===== src/rtl/poly_eval_pkg.sv =====
// poly_eval_pkg: shared state codes, mux selects, ALU ops and control vector for poly_eval_core
package poly_eval_pkg;
  localparam int DEFAULT_WIDTH = 16;
  typedef enum logic [3:0] {
    IDLE = 4'd0,
    LDX  = 4'd1,
    MUL1 = 4'd2,
    ADD1 = 4'd3,
    MUL2 = 4'd4,
    ADD2 = 4'd5,
    DONE = 4'd6
  } state_t;
  localparam logic [1:0] M0_A = 2'd0, M0_H = 2'd1, M0_S = 2'd2, M0_ZERO = 2'd3;
  localparam logic [1:0] M1_X = 2'd0, M1_B = 2'd1, M1_C = 2'd2, M1_ZERO = 2'd3;
  localparam logic [1:0] M2_ALU = 2'd0, M2_ZERO = 2'd1;
  localparam logic OP_ADD = 1'b0, OP_MUL = 1'b1;
  typedef struct packed {
    logic [1:0] m0;
    logic [1:0] m1;
    logic [1:0] m2;
    logic       lx;
    logic       lh;
    logic       ls;
    logic       h;
  } ctrl_t;
endpackage


===== src/rtl/poly_eval_core_datapath.sv =====
// poly_eval_datapath: X/H/S registers, operand muxes and shared add/multiply ALU
//   ports: clk, rst (async high), a/b/c/x operands, ctrl vector in; result (S_REG) out;
//   ovf out only when POLY_OVF_EN is defined
module poly_eval_datapath
  import poly_eval_pkg::*;
#(
  parameter int WIDTH = DEFAULT_WIDTH
) (
  input  logic             clk,
  input  logic             rst,
  input  logic [WIDTH-1:0] a,
  input  logic [WIDTH-1:0] b,
  input  logic [WIDTH-1:0] c,
  input  logic [WIDTH-1:0] x,
  input  ctrl_t            ctrl,
  output logic [WIDTH-1:0] result
`ifdef POLY_OVF_EN
  ,
  output logic             ovf
`endif
);
`ifdef POLY_OVF_EN
  localparam int FW = 2 * WIDTH;
  logic ovf_q, ovf_d;
`else
  localparam int FW = WIDTH;
`endif
  logic [WIDTH-1:0] x_q, x_d, h_q, h_d, s_q, s_d, p, q, wr;
  logic [FW-1:0] full;
  always_comb begin
    p = ctrl.m0 == M0_A ? a : ctrl.m0 == M0_H ? h_q : ctrl.m0 == M0_S ? s_q : '0;
    q = ctrl.m1 == M1_X ? x_q : ctrl.m1 == M1_B ? b : ctrl.m1 == M1_C ? c : '0;
    full = ctrl.h == OP_MUL ? FW'(p) * FW'(q) : FW'(p) + FW'(q);
    wr = ctrl.m2 == M2_ZERO ? '0 : full[WIDTH-1:0];
    x_d = ctrl.lx ? x : x_q;
    h_d = ctrl.lh ? wr : h_q;
    s_d = ctrl.ls ? wr : s_q;
`ifdef POLY_OVF_EN
    ovf_d = ctrl.lx ? 1'b0
          : ovf_q | ((ctrl.lh | ctrl.ls) & (ctrl.m2 != M2_ZERO) & (|full[FW-1:WIDTH]));
`endif
  end
  always_ff @(posedge clk or posedge rst)
    if (rst) begin
      x_q <= '0;
      h_q <= '0;
      s_q <= '0;
`ifdef POLY_OVF_EN
      ovf_q <= 1'b0;
`endif
    end else begin
      x_q <= x_d;
      h_q <= h_d;
      s_q <= s_d;
`ifdef POLY_OVF_EN
      ovf_q <= ovf_d;
`endif
    end
  assign result = s_q;
`ifdef POLY_OVF_EN
  assign ovf = ovf_q;
`endif
endmodule


===== src/rtl/poly_eval_core.sv =====
// poly_eval_core: Horner evaluation of A*x^2+B*x+C with a control FSM over a shared-ALU datapath
//   ports: clk, rst (async high), w start pulse, a/b/c/x operands in; y state code,
//   result, done out; ovf out only when POLY_OVF_EN is defined
module poly_eval_core
  import poly_eval_pkg::*;
#(
  parameter int WIDTH = DEFAULT_WIDTH
) (
  input  logic             clk,
  input  logic             rst,
  input  logic             w,
  input  logic [WIDTH-1:0] a,
  input  logic [WIDTH-1:0] b,
  input  logic [WIDTH-1:0] c,
  input  logic [WIDTH-1:0] x,
  output logic [3:0]       y,
  output logic [WIDTH-1:0] result,
  output logic             done
`ifdef POLY_OVF_EN
  ,
  output logic             ovf
`endif
);
  state_t state_q, state_d;
  ctrl_t ctrl;
  always_comb begin
    state_d = IDLE;
    ctrl = '0;
    case (state_q)
      IDLE: state_d = w ? LDX : IDLE;
      LDX: begin
        ctrl.lx = 1'b1;
        state_d = MUL1;
      end
      MUL1: begin
        ctrl = '{m0: M0_A, m1: M1_X, m2: M2_ALU, lx: 1'b0, lh: 1'b1, ls: 1'b0, h: OP_MUL};
        state_d = ADD1;
      end
      ADD1: begin
        ctrl = '{m0: M0_H, m1: M1_B, m2: M2_ALU, lx: 1'b0, lh: 1'b1, ls: 1'b0, h: OP_ADD};
        state_d = MUL2;
      end
      MUL2: begin
        ctrl = '{m0: M0_H, m1: M1_X, m2: M2_ALU, lx: 1'b0, lh: 1'b1, ls: 1'b0, h: OP_MUL};
        state_d = ADD2;
      end
      ADD2: begin
        ctrl = '{m0: M0_H, m1: M1_C, m2: M2_ALU, lx: 1'b0, lh: 1'b0, ls: 1'b1, h: OP_ADD};
        state_d = DONE;
      end
      default: state_d = IDLE;
    endcase
  end
  always_ff @(posedge clk or posedge rst)
    if (rst) state_q <= IDLE;
    else state_q <= state_d;
  assign y = state_q;
  assign done = state_q == DONE;
  poly_eval_datapath #(.WIDTH(WIDTH)) u_dp (
    .clk(clk),
    .rst(rst),
    .a(a),
    .b(b),
    .c(c),
    .x(x),
    .ctrl(ctrl),
    .result(result)
`ifdef POLY_OVF_EN
    ,
    .ovf(ovf)
`endif
  );
endmodule


===== config.mk =====
export PLATFORM = sky130hd
export DESIGN_NAME = poly_eval_core
export DESIGN_NICKNAME = d
export VERILOG_FILES = /design/src/rtl/poly_eval_pkg.sv /design/src/rtl/poly_eval_core_datapath.sv /design/src/rtl/poly_eval_core.sv
export SDC_FILE = /design/constraint.sdc
export NUM_CORES = 1
export LEC_CHECK = 0
export CAP_MARGIN = 40
export CORE_MARGIN = 1
export CORE_UTILIZATION = 45
export CTS_CLUSTER_DIAMETER = 200
export DETAILED_ROUTE_END_ITERATION = 8
export PLACE_DENSITY = 0.65
export RECOVER_POWER = 100
export SYNTH_ARGS = -nofsm -noshare
export SYNTH_HDL_FRONTEND = slang
export SYNTH_SLANG_ARGS = --single-unit

===== constraint.sdc =====
create_clock -name clk -period 14.1 [get_ports clk]
set_clock_uncertainty 0.05 [all_clocks]
set_input_delay 4.23 -clock clk [delete_from_list [all_inputs] [get_ports clk]]
set_output_delay 4.23 -clock clk [all_outputs]
set_load 0.05 [all_outputs]

Yosys cells after proc, flatten, opt, wreduce, memory -nomap -nowiden
Index checks and enable logic that the tools add are counted.

Add/sub/neg operators: 1. $mul: 1. Eq/ne operators: 11. Mux-type cells: 13. Reduce and logical (&&, ||, !) cells: 4.

Operators with widths (count): 16-bit 2-to-1 mux (8); 3-bit one-hot mux with 6 select lines (1); 16-bit adder (1); 16-bit by 16-bit multiplier with 16-bit output (1); 5-bit one-hot mux with 3 select lines (1); 4-bit by 3-bit == test with 1-bit output (second input constant) (3); 3-bit one-hot mux with 3 select lines (1); 4-bit by 2-bit == test with 1-bit output (second input constant) (2); 2-bit by 1-bit == test with 1-bit output (second input constant) (2); 4-bit by 1-bit == test with 1-bit output (second input constant) (1); 2-bit logical NOT (2); 4-bit logical NOT (1); 1-bit by 2-bit == test with 1-bit output (second input constant) (1); 2-bit == test (second input constant) (1); 1-bit 2-to-1 mux (2); 2-bit OR reduction (1); 1-bit == test (second input constant) (1).

Register bits: 52. Input bits: 67. Output and inout bits: 21.

Longest topological paths before layout
Gate-level depths: netlist (run 1).

Depth in word-level cells: 9. Gate-level depth with buffers: 31. Gate-level depth less buffers: 28.

By module
A second synthesis (run 1) with hierarchy kept.

Cell total of the unflattened synthesis: 826. Area total of the unflattened synthesis: 7666.1 um2.

Modules (own cells, without submodules): poly_eval_datapath (instances 1, cells each 798, area an instance 7417.1 um2, sequential area each 1201.2 um2); poly_eval_core (instances 1, cells each 28, area an instance 249.0 um2, sequential area each 75.1 um2).

Least setup slack after synthesis (run 1)
No wires, ideal clock.

Kind: input -> register. Start: input port b[3]. End: register u_dp.h_q[14]. Setup time: 121 ps. Arrival time: 9474 ps. Data required time: 13929 ps. Slack: 4455 ps. Stages on the path: 21. Path through: a22o_1 a21oi_1 inv_1 nand2_1 fa_1 fa_1 fa_1 fa_1 inv_1 fa_1 inv_1 fa_1 inv_1 ha_1 nand3_1 nand2_1 a41o_1 o41ai_1 xor2_1 o21ai_0 o22a_1.

Word-level cells in the longest chain between the ends: 5.

Ends and longest elaborated chain: start: declaration (RTL line poly_eval_core.sv:13) `input logic [WIDTH-1:0] b,`; 16-bit 2-to-1 mux (*) (2 in series) (RTL line poly_eval_core_datapath.sv:32) `q = ctrl.m1 == M1_X ? x_q : ctrl.m1 == M1_B ? b : ctrl.m1 == M1_C ? c : '0;`; 16-bit by 16-bit multiplier with 16-bit output or 16-bit adder (tied branches) (RTL line poly_eval_core_datapath.sv:33) `full = ctrl.h == OP_MUL ? FW'(p) * FW'(q) : FW'(p) + FW'(q);`; 16-bit 2-to-1 mux (*) (RTL line poly_eval_core_datapath.sv:33); 16-bit 2-to-1 mux (*) (RTL line poly_eval_core_datapath.sv:34) `wr = ctrl.m2 == M2_ZERO ? '0 : full[WIDTH-1:0];`; end signal: assignment (RTL line poly_eval_core_datapath.sv:46) `h_q <= '0;`; end signal: assignment (RTL line poly_eval_core_datapath.sv:53) `h_q <= h_d;`; end: declaration (RTL line poly_eval_core_datapath.sv:28) `logic [WIDTH-1:0] x_q, x_d, h_q, h_d, s_q, s_d, p, q, wr;`.

Mark *: on every way between the ends. The rest lies on a longest branch, timed or not. A chain may end at the register's enable or synchronous reset.

Worst setup path after layout (run 1)
Start: input port c[2]. End: register u_dp.h_q[14].

Word-level cells in the longest chain between the ends: 6.

Ends and longest elaborated chain: start: declaration (RTL line poly_eval_core.sv:14) `input logic [WIDTH-1:0] c,`; 16-bit 2-to-1 mux (*) (3 in series) (RTL line poly_eval_core_datapath.sv:32); 16-bit by 16-bit multiplier with 16-bit output or 16-bit adder (tied branches) (RTL line poly_eval_core_datapath.sv:33); 16-bit 2-to-1 mux (*) (RTL line poly_eval_core_datapath.sv:33); 16-bit 2-to-1 mux (*) (RTL line poly_eval_core_datapath.sv:34).

Marked as above.

==> flow_metrics.py, run 1 <==
metrics = {
    "yosys": {
        "ys_ff_latch": 51,
        "synth-seq-area-share_pct": 17.83,
        "yosys.area.top_type_share_pct": 22.65,
        "ys_warn_count": 0,
        "avgSynthCellArea_um2": 8.564,
        "ys_async_sr_fraction_pct": 100.0,
        "synth_edf_count": 0,
        "synth_cell_types": 51,
        "netlist_area_um2": 7159,
        "syn_nets": 1050,
        "postSynthCellCount": 836,
        "synth_area_leaders": "fa_1 23%, dfrtp_1 18%, ha_1 12%",
        "synth_top_cell_by_area": "fa_1",
        "ys.flop_type": "dfrtp_1",
    },
    "timing": {
        "setup_tns_ps": 0,
        "finalCriticalPeriod_ps": 10950,
        "fmaxAchievable_ghz": 0.09131,
        "slew_violations": 47,
        "setup_viol": 0,
        "tightest_slew_ps": 2582,
        "rsz0062_at_grt": "false",
        "relSlewSlack_pct": -72.14,
        "hold-worst-slack_ps": 431.8,
        "hold_violations": 0,
        "period_share_pct": 77.68,
    },
    "finish": {
        "ff_latch_area_um2": 1276,
        "final_cell_mix": "144 x inv_1, 89 x nand2_1, 88 x nor2_1, 81 x fa_1, 66 x ha_1",
        "final_nets": 1122,
        "multi_input_area_um2": 5170,
        "postLayoutCoreUtil_pct": 54.26,
        "drive_gt1_share_pct": 4.510,
        "layout_commonest_cell": "inv_1",
        "fin_cells": 1120,
        "fill_cells": 1463,
        "synthToLayoutAreaGrowth_pct": 16.50,
        "n_antenna_cell": 0,
    },
    "placement": {
        "port_buffers": 86,
        "gp_congestion": 0.9476,
        "dp_cells": 1112,
        "dp_hpwl_um": 16090,
    },
    "cts": {
        "ctsResizeCount": 0,
        "clk_pin_slew_ps": 80,
        "cts_tree": "yes",
        "cts_buffers": 5,
        "cts_setup_buffers": 0,
        "h-tree-depth": 2,
        "clock_sinks": 51,
        "clockBufferDepth": 2,
        "cts_root_buffer": "clkbuf_16",
        "ctsHoldBuffers": 0,
        "clk_latency_ps": 300,
    },
    "critical_path": {
        "cp.required_ps": 14250,
        "crit_cells": 22,
        "worst-r2r-cell-count": 23,
        "path_cells": "dlygate4sd3_1 -> a22o_1 -> a21oi_1 -> inv_1 -> nand2_1 -> fa_1 -> fa_1 -> fa_1 -> fa_1 -> inv_1 -> fa_1 -> inv_1 -> fa_1 -> inv_1 -> ha_1 -> nand3_1 -> nand2_1 -> a41o_1 -> o41ai_1 -> xor2_1 -> o21ai_0 -> o22a_1",
        "critical_path.endpoint": "u_dp.h_q[14]",
        "r2r_start": "y[2]",
        "cpMostUsedCell": "fa_1",
        "cp.arrival_ps": 11100,
        "path_max_fanout": 9,
        "cp_top_family": "adder cells",
        "slowest_delay_ps": 810,
        "cp-end-kind": "flip-flop",
        "r2r_slack_ps": 6010,
        "critPathSlowestCell": "a21oi_1",
        "crit_start": "c[2]",
        "worst-path-buf-inv": 5,
        "cp-start-kind": "input port",
        "timing.rr.end": "u_dp.h_q[14]",
        "critPathKind": "input port to flip-flop",
    },
    "route": {
        "first_iter_violations": 454,
        "vias": 5973,
        "wire_per_inst_um": 17.58,
        "detail-route-antenna-nets": 0,
        "vias_per_cell": 5.333,
        "drtPass1Iterations": 5,
        "wl_um": 19690,
        "drc": 0,
    },
    "floorplanning": {
        "die_y_um": 128.1,
        "coreArea_um2": 15370,
        "die_x_um": 128.1,
        "start_util_pct": 46.58,
        "rows": 45,
        "ios": 88,
        "dieArea_um2": 16420,
    },
    "flow_run": {
        "max-cap-violations": 1,
    },
    "global_routing": {
        "grt_pass1_wl_um": 32040,
        "grt_pass1_vias": 5980,
        "grt-ovfl-total": 0,
        "antenna_found_initial": 0,
        "grt_max_degree": 47,
        "grt_use_total_pct": 25.54,
    },
    "min_path": {
        "hold_class": "flip-flop to flip-flop",
        "holdPathStages": 2,
    },
    "run_status": {
        "status": "finished, violations left",
        "violations": "max-capacitance violations, max-slew violations",
    },
}
## kinds of logic after synthesis
| family | count (synthesis) | synth area share [%] |
|---|---|---|
| flops | 51 | 17.83 |
| buf+inv | 177 | 9.839 |
| xor+xnor | 47 | 6.711 |
| other cells | 1 | 0.05238 |
| compound gates | 156 | 13.32 |
| mux | 29 | 4.421 |
| simple gates | 228 | 13.65 |
| fa+ha+maj | 147 | 34.18 |
## metal layers
metal | up-vias | GRT usage, % | share of wire, %
met1 | 2903 | 36.66 | 46
met4 | 0 | 5.329 | 1.8
met2 | 217 | 40.73 | 46
met5 | - | 0 | 0
li1 | 2834 | - | -
met3 | 19 | 3.965 | 6.7
## state kept, by name, summed over array words and instances, names as in the netlist
signal       flops
u_dp.h_q        16
u_dp.result     16
u_dp.x_q        16
y                3
## cells in the mapped netlist (2+ instances only)
library cell  count
a31oi_1           3
buf_2             5
inv_1           144
nand2b_1          2
o21ai_0          40
buf_4             5
nor2_1           88
nand2_1          89
xor2_1           12
a22o_1            4
a41oi_1           2
xnor2_1          30
mux2_2           18
o22ai_1          26
a21o_1           10
clkinv_1          3
nor2b_1           7
nor3_1            8
xnor3_1           5
a221oi_2          2
buf_6             2
o21ai_1           3
and2_1           13
ha_1             66
nand3b_1          2
dfrtp_1          51
and3b_1           2
o21bai_1          4
or3_1             5
a221oi_1          5
a21oi_1          46
o221ai_1          2
clkbuf_1         17
nand3_1           9
fa_1             81
mux2i_1          10
## tightest hold or removal path, cell delays in order, from the launching register on
cell,delay [ps]
dfrtp_1,340
nand2_1,40
o21ai_0,60
## cell type report
cell class / instances / share of cell area (%)
Sequential cell: 51 / 15.30
Multi-Input combinational cell: 608 / 61.99
Timing Repair Buffer: 95 / 11.09
Clock inverter: 3 / 0.3450
Tap cell: 211 / 3.165
Clock buffer: 5 / 1.500
Inverter: 147 / 6.616
## metrics by stage
stage / instance area [µm²] / setup WS [ps]
2_1_floorplan: 7159 / 4455
3_3_place_gp: 8179 / 3291
3_5_place_dp: 8202 / 3167
4_1_cts: 8356 / 3470
5_1_grt: 8341 / 2837
6_report: 8341 / 3148
## how the worst min path moves through the flow
stage | from | end | slack [ps]
floorplan | u_dp.h_q[14] | u_dp.h_q[14] | 430
global placement | u_dp.result[6] | u_dp.result[6] | 420
detailed placement | u_dp.result[9] | u_dp.result[9] | 420
CTS | u_dp.result[5] | u_dp.result[5] | 450
global route | u_dp.result[3] | u_dp.result[3] | 460
finish | u_dp.result[5] | u_dp.result[5] | 430
Power of run 1 is left out: the tool's default activity adds up to more than one toggle a clock period on the data nets, which glitch-free logic cannot reach.
==> run 2, diff against run 1 <==
==> constraint.sdc (replaced) <==
create_clock -name clk -period 10.4 [get_ports clk]
set_clock_uncertainty 0.05 [all_clocks]
set_input_delay 3.12 -clock clk [delete_from_list [all_inputs] [get_ports clk]]
set_output_delay 3.12 -clock clk [all_outputs]
set_load 0.05 [all_outputs]
==> run 2 against run 1 <==
Compared with the run above:
- the flow still finishes with violations (max-capacitance violations, max-slew violations)
- cell area up 0.57%
- utilization up 0.31 points
- via count up 0.54%
- critical path depth up 1
- worst hold slack better by 4.9 ps
- sequential cell count unchanged
- die area unchanged
- register-to-register slack worse by 3500 ps
- first-iteration DRC count up 24%
- setup slack worse by 2100 ps
- critical path type unchanged
- critical endpoint unchanged
- highest routed layer unchanged
==> flow_metrics.py, run 2 (synthesis results as in run 1) <==
metrics = {
    "critical_path": {
        "path_max_fanout": 8,
        "cp.arrival_ps": 9510,
        "slowest_delay_ps": 550,
        "critPathKind": "input port to flip-flop",
        "cp-end-kind": "flip-flop",
        "worst-path-buf-inv": 6,
        "critPathSlowestCell": "dlygate4sd3_1",
        "cpMostUsedCell": "fa_1",
        "cp_top_family": "adder cells",
        "cp.required_ps": 10540,
        "cp-start-kind": "input port",
        "path_cells": "dlygate4sd3_1 -> nand3_1 -> and2_0 -> clkinv_1 -> and2_0 -> fa_1 -> ha_1 -> inv_1 -> fa_1 -> fa_1 -> inv_1 -> fa_1 -> inv_1 -> fa_1 -> inv_1 -> ha_1 -> nand3_1 -> nand2_1 -> a41o_1 -> o41ai_1 -> xor2_1 -> o21ai_0 -> o22a_1",
    },
    "route": {
        "vias_per_cell": 5.333,
        "wl_met1_um": 9200,
        "wl_met2_um": 8897,
        "first_iter_violations": 562,
        "wl_um": 19890,
        "drtPass1Iterations": 5,
        "dr.max_layer_used": "met4",
        "route.met3.wl_um": 1478,
        "drc": 0,
        "detail-route-antenna-nets": 0,
        "wire_per_inst_um": 17.66,
        "vias": 6005,
    },
    "global_routing": {
        "grt_pass1_vias": 5831,
        "grt_pass1_wl_um": 31680,
        "grt_max_degree": 46,
        "antenna_found_initial": 0,
        "grt_use_total_pct": 25.49,
        "grt-ovfl-total": 0,
    },
    "cts": {
        "ctsHoldBuffers": 0,
        "h-tree-depth": 2,
        "clockBufferDepth": 2,
        "clock_sinks": 51,
        "cts_root_buffer": "clkbuf_16",
        "ctsResizeCount": 0,
        "cts_tree": "yes",
        "cts_buffers": 5,
        "clk_pin_slew_ps": 80,
        "cts_setup_buffers": 0,
        "clk_latency_ps": 300,
    },
    "run_status": {
        "status": "finished, violations left",
        "violations": "max-capacitance violations, max-slew violations",
    },
    "floorplanning": {
        "rows": 45,
        "die_x_um": 128.1,
        "die_y_um": 128.1,
        "coreArea_um2": 15370,
        "start_util_pct": 46.58,
        "dieArea_um2": 16420,
        "ios": 88,
    },
    "timing": {
        "setup_tns_ps": 0,
        "finalCriticalPeriod_ps": 9368,
        "rsz0062_at_grt": "false",
        "slew_violations": 46,
        "relSlewSlack_pct": -67.62,
        "period_share_pct": 90.07,
        "tightest_slew_ps": 2514,
        "setup_viol": 0,
        "fmaxAchievable_ghz": 0.1068,
        "hold_violations": 0,
    },
    "finish": {
        "final_nets": 1128,
        "layout_commonest_cell": "inv_1",
        "synthToLayoutAreaGrowth_pct": 17.16,
        "final_cell_mix": "144 x inv_1, 89 x nand2_1, 88 x nor2_1, 81 x fa_1, 66 x ha_1",
        "drive_gt1_share_pct": 5.246,
        "n_antenna_cell": 0,
    },
    "placement": {
        "gp_congestion": 0.9924,
        "port_buffers": 86,
        "dp_hpwl_um": 16260,
    },
    "min_path": {
        "hold_class": "flip-flop to flip-flop",
    },
    "flow_run": {
        "max-cap-violations": 1,
    },
}
-- run 2: changes by cell type in the layout (fill, tap and decap cells not counted) --
cell	previous run	this run
a21oi_1	47	46
a21oi_2	0	1
and2_0	0	2
and2_1	13	11
buf_4	8	14
clkinvlp_4	0	1
inv_6	2	1
-- run 2: final cells by class --
type / instances / area [µm²]
multi-input combinational: 608 / 5174
timing repair buffer: 101 / 969.7
inverter: 147 / 551.8
fill: 1487 / 6983
clock inverter: 3 / 27.53
sequential: 51 / 1276
clock buffer: 5 / 125.1
tap: 211 / 264.0
-- run 2: per-stage QoR --
step           utilization (%)  hold slack [ps]  worst slack [ps]  instance area, µm²  std cells
2_1_floorplan                -            428.5              1865                7159        836
4_1_cts                  54.64            446.6              1308                8399       1126
3_3_place_gp             53.65            415.2              1052                8247       1118
6_report                 54.57            436.7              1032                8388       1126
3_5_place_dp             53.65            424.9              1014                8247       1118
5_1_grt                  54.57            468.5             735.6                8388       1126
-- run 2: metal layers --
layer	vias to the layer above	track usage, %
li1	2857	-
met2	246	40.57
met5	-	0
met1	2888	36.94
met3	14	3.715
met4	0	4.913
-- run 2: worst register-to-register path: stages, from the launching register on --
cell and delay, ps:
dfrtp_1 750, and3b_1 330, nor2_1 1020, mux2i_2 620, nor2_1 140, fa_1 530, inv_1 50, fa_1 460
fa_1 500, fa_1 550, inv_1 50, fa_1 470, inv_1 50, fa_1 480, inv_1 50, ha_1 350
nand3_1 110, nand2_1 50, a41o_1 210, o41ai_1 310, xor2_1 290, o21ai_0 130, o22a_1 210
-- run 2: final timing paths --
path                                startpoint             end  slack (ps)  cells past startpoint
worst max-delay path                      a[2]    u_dp.h_q[14]        1030                     23
worst min-delay path            u_dp.result[5]  u_dp.result[5]         440                      2
worst max register to register            y[2]    u_dp.h_q[14]        2530                     22
worst min register to register  u_dp.result[5]  u_dp.result[5]         440                      2
max in group asynchronous                  rst     u_dp.x_q[1]        4500                      3
min in group asynchronous                  rst  u_dp.result[2]        3140                      2
Power of run 2 is left out for the same reason.
==> run 3, diff against run 2 <==
--- a/config.mk
+++ b/config.mk
@@ -10,7 +10,7 @@
 export CORE_UTILIZATION = 45
 export CTS_CLUSTER_DIAMETER = 200
 export DETAILED_ROUTE_END_ITERATION = 8
-export PLACE_DENSITY = 0.65
+export PLACE_DENSITY = 0.67
 export RECOVER_POWER = 100
 export SYNTH_ARGS = -nofsm -noshare
 export SYNTH_HDL_FRONTEND = slang
==> constraint.sdc (replaced) <==
create_clock -name clk -period 7.7 [get_ports clk]
set_clock_uncertainty 0.05 [all_clocks]
set_input_delay 2.31 -clock clk [delete_from_list [all_inputs] [get_ports clk]]
set_output_delay 2.31 -clock clk [all_outputs]
set_load 0.05 [all_outputs]
==> run 3 against run 2 <==
Compared with the run above:
- the run still ends with max-capacitance violations, max-slew violations left
- sequential cell count is the same
- setup slack got worse by 900 ps
- cell count is 12% higher
- critical path depth decreased by 1
- worst hold slack worse by 3.4 ps
- via count rose by 8.3%
- first-iteration DRC count decreased by 32%
- critical path type unchanged
- critical endpoint unchanged
==> flow_metrics.py, run 3 (synthesis results as in run 1) <==
metrics = {
    "global_routing": {
        "grt_max_degree": 52,
        "grt-ovfl-total": 0,
        "grt_pass1_wl_um": 34240,
        "grt_pass1_vias": 6453,
        "grt_use_total_pct": 27.66,
        "antenna_found_initial": 0,
    },
    "min_path": {
        "min_from": "u_dp.result[3]",
        "hold_class": "flip-flop to flip-flop",
    },
    "timing": {
        "finalCriticalPeriod_ps": 7566,
        "postLayoutSetupSlackWorst_ps": 134.4,
        "hold_violations": 0,
        "tightest_slew_ps": 2890,
        "fmaxAchievable_ghz": 0.1322,
        "relSlewSlack_pct": -92.64,
        "slew_violations": 52,
        "setup_viol": 0,
        "period_share_pct": 98.25,
    },
    "critical_path": {
        "r2r_start": "y[2]",
        "path_max_fanout": 5,
        "path_cells": "clkdlybuf4s50_1 -> nand3_2 -> and2_4 -> buf_4 -> nor2_1 -> fa_2 -> inv_1 -> fa_2 -> fa_2 -> fa_1 -> inv_1 -> fa_1 -> inv_1 -> fa_1 -> inv_2 -> ha_4 -> buf_6 -> a41o_1 -> o41ai_2 -> xor2_1 -> o21ai_1 -> o22a_1",
        "cp.arrival_ps": 7710,
        "critPathKind": "input port to flip-flop",
        "cp.required_ps": 7850,
        "slowest_delay_ps": 520,
        "critPathSlowestCell": "fa_1",
        "cp-start-kind": "input port",
        "cp-end-kind": "flip-flop",
        "crit_start": "a[2]",
    },
    "route": {
        "detail-route-antenna-nets": 0,
        "vias_per_cell": 5.169,
        "wire_per_inst_um": 17.69,
        "first_iter_violations": 383,
        "drtPass1Iterations": 5,
        "wl_um": 22250,
        "drc": 0,
        "vias": 6502,
    },
    "floorplanning": {
        "ios": 88,
        "start_util_pct": 46.58,
        "die_x_um": 128.1,
        "rows": 45,
        "coreArea_um2": 15370,
        "dieArea_um2": 16420,
        "die_y_um": 128.1,
    },
    "cts": {
        "cts_tree": "yes",
        "clock_sinks": 51,
        "clockBufferDepth": 2,
        "h-tree-depth": 2,
        "cts_buffers": 5,
        "clk_pin_slew_ps": 80,
        "cts_root_buffer": "clkbuf_16",
        "clk_latency_ps": 300,
    },
    "finish": {
        "fin_area_um2": 9945,
        "final_nets": 1260,
        "n_antenna_cell": 0,
        "layout_commonest_cell": "buf_4",
        "drive_gt1_share_pct": 28.27,
        "postLayoutCoreUtil_pct": 64.70,
        "synthToLayoutAreaGrowth_pct": 38.90,
        "ff_latch_area_um2": 1276,
        "multi_input_area_um2": 5612,
        "fill_cells": 1321,
        "final_cell_mix": "123 x buf_4, 117 x inv_1, 82 x nand2_1, 78 x nor2_1, 67 x fa_1",
    },
    "placement": {
        "dpl_cell_area_um2": 8956,
        "place_ws_ps": -629.6,
        "port_buffers": 86,
        "dp_hpwl_um": 17530,
        "gp_congestion": 0.9558,
    },
    "run_status": {
        "status": "finished, violations left",
        "violations": "max-capacitance violations, max-slew violations",
    },
    "flow_run": {
        "max-cap-violations": 1,
    },
}
run 3: cell types whose count changed in the layout (fill, tap and decap cells not counted), sizes merged:
cell and delta:
clkdlybuf4s50 -25, clkbuf +9, clkinv +1, buf +131
dlygate4sd3 -2, inv -1, dlymetal6s2s +12, dlygate4sd2 +4
clkdlybuf4s15 +3
run 3: cell type report:
cell class / instances / share of cell area, %
tap: 211 / 2.655
clock buffer: 5 / 1.258
multi-input combinational: 608 / 56.43
timing repair buffer: 233 / 20.62
sequential: 51 / 12.83
clock inverter: 3 / 0.3397
inverter: 147 / 5.863
run 3: worst paths after layout:
check	endpoint	slack, ps	cells after the start
worst max-delay path	u_dp.h_q[14]	130	22
worst min-delay path	u_dp.result[3]	430	2
worst max register to register	u_dp.h_q[14]	830	24
worst min register to register	u_dp.result[3]	430	2
max in group asynchronous	u_dp.x_q[5]	2480	3
min in group asynchronous	u_dp.result[6]	3490	3
run 3: repair_timing:
action	CTS	global route
hold buffers	0	0
buffers inserted	16	24
pin swaps	53	62
gates resized for setup	87	112
endpoints found under the setup margin	9	9
run 3: critical path, delay by kind of cell:
family                   cells  cell delay (ps)
XOR/XNOR                     1              250
buffers and inverters        7             1000
adder cells (fa/ha/maj)      7             2750
AND/OR/NAND/NOR              3              460
AO/OA/AOI/OAI                4              910
run 3: metal layers:
metal | global-route usage [%] | vias up | wire length (µm)
met2 | 45.49 | 195 | 10490
met3 | 3.715 | 34 | 1245
met4 | 6.505 | 0 | 590
met1 | 38.66 | 3150 | 9918
met5 | 0 | - | 0
li1 | - | 3123 | -
run 3: metrics by stage:
| step | hold WS, ps | cells | setup TNS, ps |
|---|---|---|---|
| final | 433.3 | 1258 | 0 |
| after global routing | 444.0 | 1258 | -158.8 |
| after CTS | 437.6 | 1236 | 0 |
| after detailed placement | 420.0 | 1212 | -4091 |
| after global placement | 413.7 | 1212 | -3268 |
| after floorplan | 428.5 | 836 | 0 |
Power of run 3 is left out for the same reason.
